### config.mk
export PLATFORM = sky130hd
export DESIGN_NAME = button_capture_flat
export DESIGN_NICKNAME = d
export VERILOG_FILES = /design/src/rtl/button_capture_if.sv /design/src/rtl/button_capture.sv /design/src/flat_wrapper.sv
export SDC_FILE = /design/constraint.sdc
export NUM_CORES = 1
export LEC_CHECK = 0
export ABC_CLOCK_PERIOD_IN_PS = 4200
export CORE_MARGIN = 2
export CORE_UTILIZATION = 40
export DETAILED_ROUTE_END_ITERATION = 10
export HOLD_SLACK_MARGIN = 0.1
export PLACE_DENSITY_LB_ADDON = 0.15
export RECOVER_POWER = 50
export SLEW_MARGIN = 20
export SYNTH_ARGS = -nofsm -noshare
export SYNTH_HDL_FRONTEND = slang
export SYNTH_SLANG_ARGS = --single-unit
### constraint.sdc
create_clock -name clock -period 4.2 [get_ports clock]
set_clock_uncertainty 0.05 [all_clocks]
set_input_delay 0.84 -clock clock [delete_from_list [all_inputs] [get_ports clock]]
set_output_delay 0.84 -clock clock [all_outputs]
set_load 0.01 [all_outputs]
### src/rtl/button_capture_if.sv
// ============================================================================
// Module      : button_capture_if
// Description : Processor read port of the button capture peripheral.
// Revision    : 1.0 - initial release
// ============================================================================
`timescale 1ns/1ps
`default_nettype none

interface button_capture_if;
    logic        read_en;
    logic [31:0] data_out;

    // Processor side drives the read strobe and samples the event word.
    modport master (
        output read_en,
        input  data_out
    );

    // Peripheral side presents the event word and consumes the read strobe.
    modport slave (
        input  read_en,
        output data_out
    );
endinterface

`default_nettype wire

### src/rtl/button_capture.sv
// ============================================================================
// Module      : button_capture
// Description : Synchronizes and debounces four push-buttons, queues each
//               debounced press as a colour event, read-to-clear word port.
// Revision    : 1.0 - initial release
// ============================================================================
`timescale 1ns/1ps
`default_nettype none

module button_capture #(
    parameter int DEBOUNCE_CYCLES = 500000,
    parameter int FIFO_DEPTH      = 4
) (
    input  logic               clock,
    input  logic               reset,
    input  logic               red_button,
    input  logic               blue_button,
    input  logic               green_button,
    input  logic               yellow_button,
    button_capture_if.slave    cpu
);

    localparam int                NUM_BTN  = 4;
    localparam int                CNT_W    = $clog2(DEBOUNCE_CYCLES);
    localparam int                PTR_W    = $clog2(FIFO_DEPTH);
    localparam logic [CNT_W-1:0]  CNT_LAST = CNT_W'(DEBOUNCE_CYCLES - 1);
    localparam logic [PTR_W:0]    CNT_FULL = (PTR_W + 1)'(FIFO_DEPTH);

    // Bit index equals the colour code: red, blue, green, yellow.
    logic [NUM_BTN-1:0] raw;
    logic [NUM_BTN-1:0] stable;
    assign raw = {yellow_button, green_button, blue_button, red_button};

    for (genvar i = 0; i < NUM_BTN; i++) begin : g_button
        logic             meta_q;
        logic             sync_q;
        logic             stable_q;
        logic             stable_d;
        logic [CNT_W-1:0] cnt_q;
        logic [CNT_W-1:0] cnt_d;

        // Level is accepted only after DEBOUNCE_CYCLES consecutive mismatches.
        always_comb begin
            stable_d = stable_q;
            cnt_d    = cnt_q;
            if (sync_q == stable_q) begin
                cnt_d = '0;
            end else if (cnt_q == CNT_LAST) begin
                stable_d = ~stable_q;
                cnt_d    = '0;
            end else begin
                cnt_d = cnt_q + 1'b1;
            end
        end

        always_ff @(posedge clock or posedge reset) begin
            if (reset) begin
                meta_q   <= 1'b0;
                sync_q   <= 1'b0;
                stable_q <= 1'b0;
                cnt_q    <= '0;
            end else begin
                meta_q   <= raw[i];
                sync_q   <= meta_q;
                stable_q <= stable_d;
                cnt_q    <= cnt_d;
            end
        end

        assign stable[i] = stable_q;
    end

    // ------------------------------------------------------------------
    // Press detect and pending bits
    // ------------------------------------------------------------------
    logic [NUM_BTN-1:0] stable_dly_q;
    logic [NUM_BTN-1:0] pending_q;
    logic [NUM_BTN-1:0] pending_d;
    logic [NUM_BTN-1:0] rise;
    logic [NUM_BTN-1:0] grant_oh;
    logic [1:0]         push_colour;

    assign rise = stable & ~stable_dly_q;

    // Fixed priority: lowest index (red) wins.
    always_comb begin
        grant_oh    = '0;
        push_colour = 2'd0;
        if (pending_q[0]) begin
            grant_oh    = 4'b0001;
            push_colour = 2'd0;
        end else if (pending_q[1]) begin
            grant_oh    = 4'b0010;
            push_colour = 2'd1;
        end else if (pending_q[2]) begin
            grant_oh    = 4'b0100;
            push_colour = 2'd2;
        end else if (pending_q[3]) begin
            grant_oh    = 4'b1000;
            push_colour = 2'd3;
        end
    end

    // A granted bit is cleared whether or not the FIFO accepts the event.
    assign pending_d = (pending_q & ~grant_oh) | rise;

    always_ff @(posedge clock or posedge reset) begin
        if (reset) begin
            stable_dly_q <= '0;
            pending_q    <= '0;
        end else begin
            stable_dly_q <= stable;
            pending_q    <= pending_d;
        end
    end

    // ------------------------------------------------------------------
    // Event FIFO
    // ------------------------------------------------------------------
    logic [1:0]     mem_q [FIFO_DEPTH];
    logic [PTR_W-1:0] wr_ptr_q;
    logic [PTR_W-1:0] rd_ptr_q;
    logic [PTR_W:0] count_q;
    logic [PTR_W:0] count_d;
    logic           ovf_q;
    logic           ovf_d;
    logic           push;
    logic           pop;
    logic           full;
    logic           do_write;
    logic           drop;

    assign push     = |pending_q;
    assign pop      = cpu.read_en && (count_q != '0);
    assign full     = (count_q == CNT_FULL);
    // When full, a same-edge pop frees the head slot that wr_ptr points at.
    assign do_write = push && (!full || pop);
    assign drop     = push && full && !pop;

    always_comb begin
        count_d = count_q;
        if (do_write && !pop) begin
            count_d = count_q + 1'b1;
        end else if (pop && !do_write) begin
            count_d = count_q - 1'b1;
        end
    end

    // Any read clears overflow, but a drop on the same edge keeps it set.
    assign ovf_d = drop | (ovf_q & ~cpu.read_en);

    always_ff @(posedge clock or posedge reset) begin
        if (reset) begin
            for (int k = 0; k < FIFO_DEPTH; k++) begin
                mem_q[k] <= 2'd0;
            end
            wr_ptr_q <= '0;
            rd_ptr_q <= '0;
            count_q  <= '0;
            ovf_q    <= 1'b0;
        end else begin
            if (do_write) begin
                mem_q[wr_ptr_q] <= push_colour;
                wr_ptr_q        <= wr_ptr_q + 1'b1;
            end
            if (pop) begin
                rd_ptr_q <= rd_ptr_q + 1'b1;
            end
            count_q <= count_d;
            ovf_q   <= ovf_d;
        end
    end

    // ------------------------------------------------------------------
    // Read word
    // ------------------------------------------------------------------
    logic       valid;
    logic [1:0] head_colour;

    assign valid       = (count_q != '0);
    assign head_colour = valid ? mem_q[rd_ptr_q] : 2'd0;

    assign cpu.data_out = {28'd0, ovf_q, head_colour, valid};

endmodule

`default_nettype wire

### src/flat_wrapper.sv
// flat-port wrapper written by rule: the top's interface ports become plain ports
module button_capture_flat 
#(
    parameter int DEBOUNCE_CYCLES = 500000,
    parameter int FIFO_DEPTH      = 4
)
  (clock, reset, red_button, blue_button, green_button, yellow_button, cpu_read_en, cpu_data_out);
  button_capture_if cpu_i ();
  input  logic clock;
  input  logic reset;
  input  logic red_button;
  input  logic blue_button;
  input  logic green_button;
  input  logic yellow_button;
  input wire logic [$bits(cpu_i.read_en)-1:0] cpu_read_en;
  output wire logic [$bits(cpu_i.data_out)-1:0] cpu_data_out;
  assign cpu_i.read_en = cpu_read_en;
  assign cpu_data_out = cpu_i.data_out;
  button_capture #(.DEBOUNCE_CYCLES(DEBOUNCE_CYCLES), .FIFO_DEPTH(FIFO_DEPTH)) u_core (.clock(clock), .reset(reset), .red_button(red_button), .blue_button(blue_button), .green_button(green_button), .yellow_button(yellow_button), .cpu(cpu_i));
endmodule
==> reports/qor.csv <==
stage;metric;value;unit
yosys;Seq/Total Area, Yosys;51.33;%
critical_path;Critical Path Fanout Max;4;
timing;final number of max-transition violations;53;
global_route;global-route wire length before repair;16.41;mm
yosys;Mapped Avg Cell Area;10.17;sq um
global_route;Total GRT Usage;13.85;%
critical_path;crit path from;u_core.rd_ptr_q[0]$_DFFE_PP0P_;
routing;Post-Route WL;9.142;mm
critical_path;CP arrival;1.94;ns
power;pwr dens;385.8;nW/um^2
timing;endpoints failing setup;0;
yosys;Netlist cell types;38;
global_route;initial antenna violation count;0;
placed_design;Place WS;1.214;ns
routing;drt drc;0;
yosys;Post-Synth Adder-Cell Area;2.429;%
routing;post-route ant nets;0;
floorplanning;I/O pin count;39;
run_status;failing checks;max-capacitance violations, max-slew violations;
critical_path;critical path, cell by cell;mux4_2, and2_1, clkdlybuf4s50_1;
global_route;vias in the first global route;3579;
timing;TNS Setup;0;ns
timing;Final period util;67.34;%
yosys;Syn Std Cell Area;5460;sq um
cts;Num CTS Buffers;9;
timing;Max-Slew Margin vs Limit;-59.36;%
yosys;post-synthesis xor/xnor area fraction;9.143;%
timing;Least-Margin Pin Slew;2.377;ns
yosys;number of synthesized register bits;112;
run_status;status;finished with violations;
placed_design;Routability Congestion;0.7651;
yosys;Ys Warns;0;
critical_path;crit path launch type;register;
timing;Peak Freq;353.6;MHz
yosys;Synth area leaders;dfrtp_1 51%, xnor2_1 6.3%, nor2_1 4.5%;
cells_and_area;Antenna diodes;0;
cts;CTS Buffer Depth;2;
routing;drt pass-1 iters;4;
floorplanning;Chip Height;120.8;microns
timing;min cycle time layout;2.828;ns
cts;CTS H-tree depth;3;
floorplanning;Chip Width;120.8;microns
routing;average routed wire per standard cell;12.56;microns
global_route;M2 GR Usage;21.63;%
yosys;mux cell area share after synthesis;3.506;%
floorplanning;Die ar.;14600;sq um
cts;Post-CTS Resized;0;
floorplanning;row cnt;42;
global_route;gr ovfl total;0;
global_route;largest net degree at the start of global routing;61;
timing;RSZ-0062 raised after global routing;no;
yosys;count leader, synth;dfrtp_1;
cts;CTS tree;done;
cts;Root Buffer;clkbuf_16;
floorplanning;CORE AREA;13300;sq um
yosys;Post-synth EDFFs;0;
critical_path;largest delay contributor family on the critical path;multiplexers;
cts;Post-CTS Hold Buffers;0;
flow_run;total of max-cap violations;1;
routing;Starting DRT DRC Count;157;
yosys;Synth Area in Compound Gates;5.683;%
cells_and_area;nets;564;
routing;vias per inst;5.074;
cts;CTS sink count;112;
cells_and_area;layout cells sized above 1;6.522;%
yosys;main combinational cell family by area after synthesis;simple AND/OR/NAND/NOR gates;
cells_and_area;area delta synth->final;10.04;%
cts;Setup Fix Bufs, Post-CTS;0;
critical_path;CP Capture Type;output port;
floorplanning;starting density of the core;41.07;%
hold_path;type of the worst min-delay path;register to register;
yosys;Synth top area share;51.33;%
critical_path;worst path required time;3.31;ns
critical_path;Slowest cell on crit path;mux4_2;
yosys;Post-synth top cells;112 x dfrtp_1, 65 x nor2_1, 39 x xnor2_1;
cells_and_area;Fill cells;1257;
placed_design;HPWL Detailed;6.274;mm
global_route;gr busiest metal;met2;
critical_path;Setup CP Type;register to output port;
timing;Worst Setup Slack, final;1.372;ns
cts;Worst-Skew Late Latency;0.35;ns
critical_path;Buf/Inv on CP;1;
power;worst vdd ir;245.1;uV
cts;clock-pin slew on the worst setup and hold paths;0.07;ns
hold_path;Worst Hold Launch;u_core.g_button[1].meta_q$_DFF_PP0_;
critical_path;FF-to-FF Start;u_core.pending_q[0]$_DFF_PP0_;
yosys;top_reg_cell synth;dfrtp_1;
yosys;Gate Count Post-Synth;537;
timing;endpoints failing hold;0;
power;Pleak;2.484;nW
global_route;M1 GR Usage;18.67;%
placed_design;Port Buffers;10;
global_route;grt met3 use;4.481;%
critical_path;critical path's largest stage delay;0.51;ns
yosys;largest area contributor in the netlist;dfrtp_1;
yosys;Post-Synth Simple-Gate Area;21.13;%
routing;routed via count;3694;
yosys;Async SR Flop Fraction;100.0;%
## flip-flops by register name, summed over array words and instances (netlist names)
register                  flops
u_core.ovf_q                  1
u_core.rd_ptr_q               2
u_core.count_q                3
u_core.stable_dly_q           4
u_core.wr_ptr_q               2
u_core.g_button.cnt_q        76
u_core.pending_q              4
u_core.g_button.stable_q      4
u_core.g_button.sync_q        4
u_core.mem_q                  8
u_core.g_button.meta_q        4
## cell families after synthesis
| group | count (synthesis) |
|---|---|
| multiplexers | 15 |
| AO/OA/AOI/OAI | 55 |
| other | 1 |
| buffers and inverters | 67 |
| flip-flops | 112 |
| XOR/XNOR | 57 |
| adder cells (fa/ha/maj) | 10 |
| AND/OR/NAND/NOR | 220 |
## cell type report
type / count / area (sq um) / share of cell area, %
timing repair buffer: 14 / 138.9 / 2.312
clock inverter: 5 / 102.6 / 1.708
tap: 176 / 220.2 / 3.665
sequential: 112 / 2803 / 46.65
multi-input combinational: 385 / 2396 / 39.88
inverter: 25 / 95.09 / 1.583
clock buffer: 11 / 252.7 / 4.207
## per-stage QoR
| stage | util, % | cells | cell area, sq um | power (W) | hold WS (ns) |
|---|---|---|---|---|---|
| finish | 45.19 | 728 | 6008 | 0.002318 | 0.3005 |
| global route | 45.19 | 728 | 6008 | 0.002434 | 0.3029 |
| CTS | 45.23 | 728 | 6013 | 0.002358 | 0.3016 |
| detailed placement | 42.56 | 712 | 5658 | 0.001348 | 0.2871 |
| global placement | 42.53 | 712 | 5654 | 0.001342 | 0.2849 |
| floorplan | - | 564 | 5562 | 0.001320 | 0.2812 |
## layout by cell type, fill, tap and decap left out, types with 11 or more instances in the layout
cell type and n:
a21oi_1 22, o31ai_1 11, xnor2_1 39, o21ai_0 18
nor4_1 11, nor2_1 65, or4_1 14, dfrtp_1 112
xor2_1 18, nand2_1 34, nor3_1 11, or3_1 16
nand4_1 20, mux2_2 11, nand3_1 22, conb_1 28
inv_1 24
## power by group
part	internal, W	switching, W	total [W]	leakage, nW
clock network	0.000615	0.000381	0.000996	0.172
logic	0.0000701	0.0000907	0.000161	0.797
registers	0.00112	0.0000440	0.00116	1.51
total	0.00180	0.000516	0.00232	2.48
## layer usage
| layer | share of wire [%] | vias up |
|---|---|---|
| li1 | - | 1821 |
| met1 | 49 | 1793 |
| met2 | 45 | 72 |
| met3 | 4.1 | 8 |
| met4 | 1.1 | 0 |
| met5 | 0 | - |
## path summary, 6_finish.rpt
check	endpoint	slack, ns	cells past startpoint
min reg2reg	u_core.g_button[1].sync_q$_DFF_PP0_	0.30	0
max	cpu_data_out[1]	1.37	3
max in group asynchronous	u_core.count_q[0]$_DFFE_PP0P_	1.47	3
min in group asynchronous	u_core.g_button[0].meta_q$_DFF_PP0_	1.54	2
min	u_core.g_button[1].sync_q$_DFF_PP0_	0.30	0
max reg2reg	u_core.count_q[1]$_DFFE_PP0P_	1.73	6
Power figures use the tool's default switching activity.
